### config.mk
export PLATFORM = sky130hd
export DESIGN_NAME = mem_port_arbiter
export DESIGN_NICKNAME = d
export VERILOG_FILES = /design/src/rtl/mem_port_arbiter.sv
export SDC_FILE = /design/constraint.sdc
export NUM_CORES = 1
export LEC_CHECK = 0
export CORE_AREA = 2 2 185 132
export CTS_CLUSTER_SIZE = 12
export DETAILED_ROUTE_END_ITERATION = 12
export DIE_AREA = 0 0 187 134
export GPL_ROUTABILITY_DRIVEN = 0
export PLACE_DENSITY = 0.52
export SYNTH_ARGS = -nofsm -noshare
export SYNTH_HDL_FRONTEND = slang
export SYNTH_SLANG_ARGS = --single-unit
### constraint.sdc
create_clock -name clk -period 2.2 [get_ports clk]
set_input_delay 0.66 -clock clk [delete_from_list [all_inputs] [get_ports clk]]
set_output_delay 0.66 -clock clk [all_outputs]
set_load 0.05 [all_outputs]
### src/rtl/mem_port_arbiter.sv
// Shares the single external memory port between instruction fetch and data access.
// Data wins arbitration by default; a waiting fetch is forced after MAX_DATA_STREAK data grants.
module mem_port_arbiter #(
   parameter int MEM_LATENCY     = 2,
   parameter int MAX_DATA_STREAK = 4
) (
   input  logic        clk,
   input  logic        rst,
   input  logic        if_req,
   input  logic [31:0] if_addr,
   output logic [31:0] if_rdata,
   output logic        if_ack,
   input  logic        d_rd,
   input  logic        d_wr,
   input  logic [31:0] d_addr,
   input  logic [31:0] d_wdata,
   output logic [31:0] d_rdata,
   output logic        d_ack,
   output logic        mem_read_ctrl,
   output logic        mem_write_ctrl,
   output logic [31:0] mem_addr,
   output logic [31:0] mem_wdata,
   input  logic [31:0] mem_rdata,
   output logic        pipe_stall,
   output logic        busy
);

   localparam int CNT_W = $clog2(MEM_LATENCY) + 1;
   localparam int STR_W = $clog2(MAX_DATA_STREAK + 1);
   localparam logic [CNT_W-1:0] LAT_INIT   = CNT_W'(MEM_LATENCY - 1);
   localparam logic [STR_W-1:0] STREAK_MAX = STR_W'(MAX_DATA_STREAK);

   typedef enum logic [1:0] {
      IDLE  = 2'd0,
      FETCH = 2'd1,
      DATA  = 2'd2
   } state_t;

   state_t            state_q, state_d;
   logic [CNT_W-1:0]  latCnt_q, latCnt_d;
   logic [STR_W-1:0]  streak_q, streak_d;
   logic              memRead_q, memRead_d;
   logic              memWrite_q, memWrite_d;
   logic [31:0]       memAddr_q, memAddr_d;
   logic [31:0]       memWdata_q, memWdata_d;
   logic              ifAck_q, ifAck_d;
   logic              dAck_q, dAck_d;
   logic [31:0]       ifRdata_q, ifRdata_d;
   logic [31:0]       dRdata_q, dRdata_d;
   logic              dReq, ifPend, dPend;

   always_ff @(posedge clk) begin
      if (rst) begin
         state_q    <= IDLE;
         latCnt_q   <= '0;
         streak_q   <= '0;
         memRead_q  <= 1'b0;
         memWrite_q <= 1'b0;
         memAddr_q  <= '0;
         memWdata_q <= '0;
         ifAck_q    <= 1'b0;
         dAck_q     <= 1'b0;
         ifRdata_q  <= '0;
         dRdata_q   <= '0;
      end else begin
         state_q    <= state_d;
         latCnt_q   <= latCnt_d;
         streak_q   <= streak_d;
         memRead_q  <= memRead_d;
         memWrite_q <= memWrite_d;
         memAddr_q  <= memAddr_d;
         memWdata_q <= memWdata_d;
         ifAck_q    <= ifAck_d;
         dAck_q     <= dAck_d;
         ifRdata_q  <= ifRdata_d;
         dRdata_q   <= dRdata_d;
      end
   end

   // A port acked this cycle is retiring its request, so it is masked from arbitration.
   always_comb begin
      dReq       = d_rd | d_wr;
      ifPend     = if_req & ~ifAck_q;
      dPend      = dReq & ~dAck_q;
      state_d    = state_q;
      latCnt_d   = latCnt_q;
      streak_d   = streak_q;
      memRead_d  = memRead_q;
      memWrite_d = memWrite_q;
      memAddr_d  = memAddr_q;
      memWdata_d = memWdata_q;
      ifAck_d    = 1'b0;
      dAck_d     = 1'b0;
      ifRdata_d  = ifRdata_q;
      dRdata_d   = dRdata_q;
      case (state_q)
         IDLE: begin
            if ((ifPend && (streak_q == STREAK_MAX)) || (ifPend && !dPend)) begin
               state_d    = FETCH;
               latCnt_d   = LAT_INIT;
               streak_d   = '0;
               memRead_d  = 1'b1;
               memWrite_d = 1'b0;
               memAddr_d  = if_addr;
            end else if (dPend) begin
               state_d    = DATA;
               latCnt_d   = LAT_INIT;
               memRead_d  = ~d_wr;
               memWrite_d = d_wr;
               memAddr_d  = d_addr;
               memWdata_d = d_wdata;
               if (!if_req) begin
                  streak_d = '0;
               end else if (streak_q != STREAK_MAX) begin
                  streak_d = streak_q + STR_W'(1);
               end
            end
         end
         FETCH, DATA: begin
            if (latCnt_q == '0) begin
               state_d    = IDLE;
               memRead_d  = 1'b0;
               memWrite_d = 1'b0;
               if (state_q == FETCH) begin
                  ifRdata_d = mem_rdata;
                  ifAck_d   = 1'b1;
               end else begin
                  if (memRead_q) begin
                     dRdata_d = mem_rdata;
                  end
                  dAck_d = 1'b1;
               end
            end else begin
               latCnt_d = latCnt_q - CNT_W'(1);
            end
         end
         default: begin
            state_d    = IDLE;
            memRead_d  = 1'b0;
            memWrite_d = 1'b0;
         end
      endcase
   end

   // Stall is held low during reset so every output reads 0 while rst is high.
   always_comb begin
      if_rdata       = ifRdata_q;
      if_ack         = ifAck_q;
      d_rdata        = dRdata_q;
      d_ack          = dAck_q;
      mem_read_ctrl  = memRead_q;
      mem_write_ctrl = memWrite_q;
      mem_addr       = memAddr_q;
      mem_wdata      = memWdata_q;
      busy           = (state_q != IDLE);
      pipe_stall     = ~rst & ((if_req & ~ifAck_q) | ((d_rd | d_wr) & ~dAck_q));
   end

endmodule

==> reports/results.env <==
RESULT_OF_THE_RUN='finished clean'
FLOW.AREA_GROWTH_FROM_SYNTHESIS_PCT=62.01
CLOCK-ROOT-BUFFER='sky130_fd_sc_hd__clkbuf_16'
CTS.CLK_SLEW.WORST_PATHS_PS=60
WORST_VDD_RAIL_IR_DROP_mV=0.5850
YS_ASYNC_SR_FRACTION=0
FIRST_ITER_VIOLATIONS=234
INTERNAL_POWER_W=0.006143
GRT_SETUP_UNREPAIRED='no'
GRT_UTIL_OVERALL=0.1690
SYNTH.FF_LATCH_COUNT=139
SYNTH_FF_TYPE='sky130_fd_sc_hd__dfxtp_1'
FINCLKSKEW_PS=9.388
LAYOUT_CELLS_SIZED_ABOVE_1=0.1403
CTS-ROOT-TO-SINK-BUFFERS=2
CLKPWRFRAC=0.281
FINAL-HOLD-VIOLATION-COUNT=0
YOSYS_WARNINGS=0
CP_MAX_FO=5
TIMING.CRITICAL_PATH.CELLS='inv_1, ha_1, inv_2, buf_4'
DIE_HEIGHT_UM=134
WORST_PATH_MAX_DELAY_CELL='sky130_fd_sc_hd__dfxtp_1'
TIMING.CRITICAL_PATH.TO_TYPE='primary output'
DIE_W_UM=187
CRIT_PATH_LARGEST_CELL_DELAY_PS=360
OVERALL_DIE_AREA_MM2=0.02506
VIAS_PER_CELL=4.579
IO_BUFFER_COUNT=266
YS_SEQ_AREA_FRAC=0.4851
GLOBAL_ROUTE_WIRE_LENGTH_BEFORE_REPAIR_UM=33130
GRT_ANTENNA_BEFORE_REPAIR=3
HOLD_SLACK_PS=452.0
FINISH.CELL_COUNT_WITHOUT_FILLERS=1310
PWR_DENSITY_CELL_mW_PER_MM2=1111
TRITONCTS_CLOCK_TREE='yes'
STATIC-LEAKAGE-POWER_nW=3.810
TRITONCTS_NUM_SINKS=139
SYN_INST=713
ROUTED-VIA-COUNT=5998
DETAIL_ROUTE.FIRST_PASS.ITERATIONS=4
START_UTIL=0.2457
START_KIND='flop'
MAX-CAP-VIOLATIONS=0
ROUTE.ANTENNA.REMAINING_NETS=0
CORE_REGION_AREA_MM2=0.02335
COMB_POWER_SHARE=0.416
AVGSYNTHCELLAREA_UM2=8.046
POSTCTSSETUPBUFFERS=0
SWSHARE=0.4049
COUNT_OF_FINAL_SETUP_VIOLATORS=0
POST-ROUTE-PERIOD-UTIL=0.9553
WORSTPATHREQUIRED_PS=1540
NETS=1116
SLEW_HEADROOM=0.6047
SYNTH-EDFF-COUNT=0
ARRIVAL_PS=1440
SYNTHESIS.NETS=851
PLACE.DETAILED.HPWL_UM=14900
FINALMAXSLEWVIOLATIONS=0
PORTS=267
GRT_REMAINING_OVERFLOW=0
CRITICAL_PATH_CLASS='flop to primary output'
POST-PLACE-CELLS=1277
NUMCTSBUFFERS=17
MINIMUM_PERIOD_IMPLIED_BY_THE_FINAL_WORST_SETUP_SLACK_PS=2102
ROUTEDWLPERCELL_UM=16.19
LARGEST_CELLS_BY_AREA_AFTER_SYNTHESIS='sky130_fd_sc_hd__dfxtp_1 49%, sky130_fd_sc_hd__nand2_1 13%, sky130_fd_sc_hd__a21oi_1 8.5%, sky130_fd_sc_hd__nor3_1 5.8%, sky130_fd_sc_hd__o22ai_1 3.4%'
SYNTH_TOP_AREA_FRAC=0.4851
HOLD_BUF_COUNT_CTS=0
DETAIL_ROUTE.DRC_VIOLATIONS=0
SYNTH.DISTINCT_CELLS=43
HOLDCRITPATHCLASS='flop to flop'
MOSTFREQUENTLAYOUTCELL='sky130_fd_sc_hd__nand2_1'
YOSYS.AREA.TOP_TYPE='sky130_fd_sc_hd__dfxtp_1'
WORSTMARGINPINSLEW_PS=593.0
CTSHTREEMAXLEVEL=4
CLK-INSERTION-DELAY-LATE_PS=430
POSTLAYOUTCOREUTIL=0.3981
ACHIEVABLE-FREQUENCY_GHz=0.4758
FIRST_GLOBAL_VIAS=5824
TOTALWIRELENGTH_UM=21210
FINAL_CELL_MIX='199 x sky130_fd_sc_hd__nand2_1, 139 x sky130_fd_sc_hd__dfxtp_1, 128 x sky130_fd_sc_hd__clkdlybuf4s50_1'
SEQPWRFRAC=0.303
P_SW_W=0.004180
MAXIMUM_NUMBER_OF_PINS_ON_ONE_NET_BEFORE_GLOBAL_ROUTE_REPAIR=50
FLOORPLAN.ROWS=47
POST_SYNTH_INSTANCE_AREA_MM2=0.005737
==> final timing paths <==
kind,start,end,slack (ps),cells past startpoint
worst max-delay path,state_q[0]$_SDFFE_PP0P_,busy,100,4
worst max register to register,state_q[0]$_SDFFE_PP0P_,d_rdata[17]$_SDFFE_PP0P_,330,7
worst min register to register,mem_wdata[16]$_SDFFE_PP0P_,mem_wdata[16]$_SDFFE_PP0P_,450,2
worst min-delay path,mem_wdata[16]$_SDFFE_PP0P_,mem_wdata[16]$_SDFFE_PP0P_,450,2
==> critical path, delay by kind of cell (launching register included) <==
| kind | cells | cell delay [ps] |
|---|---|---|
| flops | 1 | 360 |
| fa+ha+maj | 1 | 210 |
| buf+inv | 3 | 440 |
==> power by group through the flow <==
stage	registers, W	clock network (W)	logic [W]
after floorplan	0.00445	0	0.00156
after global placement	0.00318	0	0.00448
after detailed placement	0.00319	0	0.00449
after CTS	0.00313	0.00301	0.00434
after global routing	0.00318	0.00312	0.00457
final	0.00313	0.00290	0.00430
==> registers in the layout (all words and copies together), names as in the netlist, 2 cells and up <==
name       cells
mem_wdata     32
state_q        2
if_rdata      32
d_rdata       32
mem_addr      32
latCnt_q       2
streak_q       3
==> through the flow <==
step	total power (W)	setup slack, ps	area (um2)	TNS, ps
4_1_cts	0.01048	55.57	9291	0
3_5_place_dp	0.007684	-149.1	8811	-6508
5_1_grt	0.01086	7.355	9294	0
3_3_place_gp	0.007662	-127.2	8811	-4821
2_1_floorplan	0.006009	32.71	5749	0
6_report	0.01032	98.40	9294	0
==> metal layers <==
layer  GRT usage  wire (um)  up-vias
met2      0.2493       9000      213
met5           0          0        -
met1      0.2264      10010     2782
met4     0.05159        294        0
li1            -          -     2978
met3     0.06698       1905       25
==> cell usage after synthesis, types with 3 or more instances <==
library cell and count:
sky130_fd_sc_hd__nand2_1 199, sky130_fd_sc_hd__dfxtp_1 139, sky130_fd_sc_hd__a21oi_1 98, sky130_fd_sc_hd__nor3_1 67, sky130_fd_sc_hd__o22ai_1 31, sky130_fd_sc_hd__clkbuf_1 25
sky130_fd_sc_hd__o21ai_0 23, sky130_fd_sc_hd__buf_2 22, sky130_fd_sc_hd__o21a_1 22, sky130_fd_sc_hd__inv_1 18, sky130_fd_sc_hd__a211oi_2 10, sky130_fd_sc_hd__buf_4 6
sky130_fd_sc_hd__nand3_1 6, sky130_fd_sc_hd__ha_1 5, sky130_fd_sc_hd__buf_6 4, sky130_fd_sc_hd__a22o_1 3, sky130_fd_sc_hd__nor2_1 3
==> layout make-up <==
cell class / instances / area, um2
inverter: 19 / 71.32
clock inverter: 10 / 115.1
antenna: 1 / 2.502
sequential: 139 / 2783
timing repair buffer: 304 / 2836
fill: 2415 / 14050
tap: 318 / 397.9
multi-input combinational: 497 / 2614
clock buffer: 22 / 474.2
==> what timing repair did <==
action / CTS / global route
hold endpoints to repair: 0 / 0
setup endpoints to repair: 85 / 0
resized for setup: 87 / 0
==> cells by family after synthesis <==
group	Yosys count	share of synthesized area
simple gates	286	0.2098
fa+ha+maj	5	0.01091
mux	1	0.001963
flops	139	0.4851
buf+inv	77	0.06434
compound gates	205	0.2279
No activity file was read; power rests on OpenSTA's default activity.
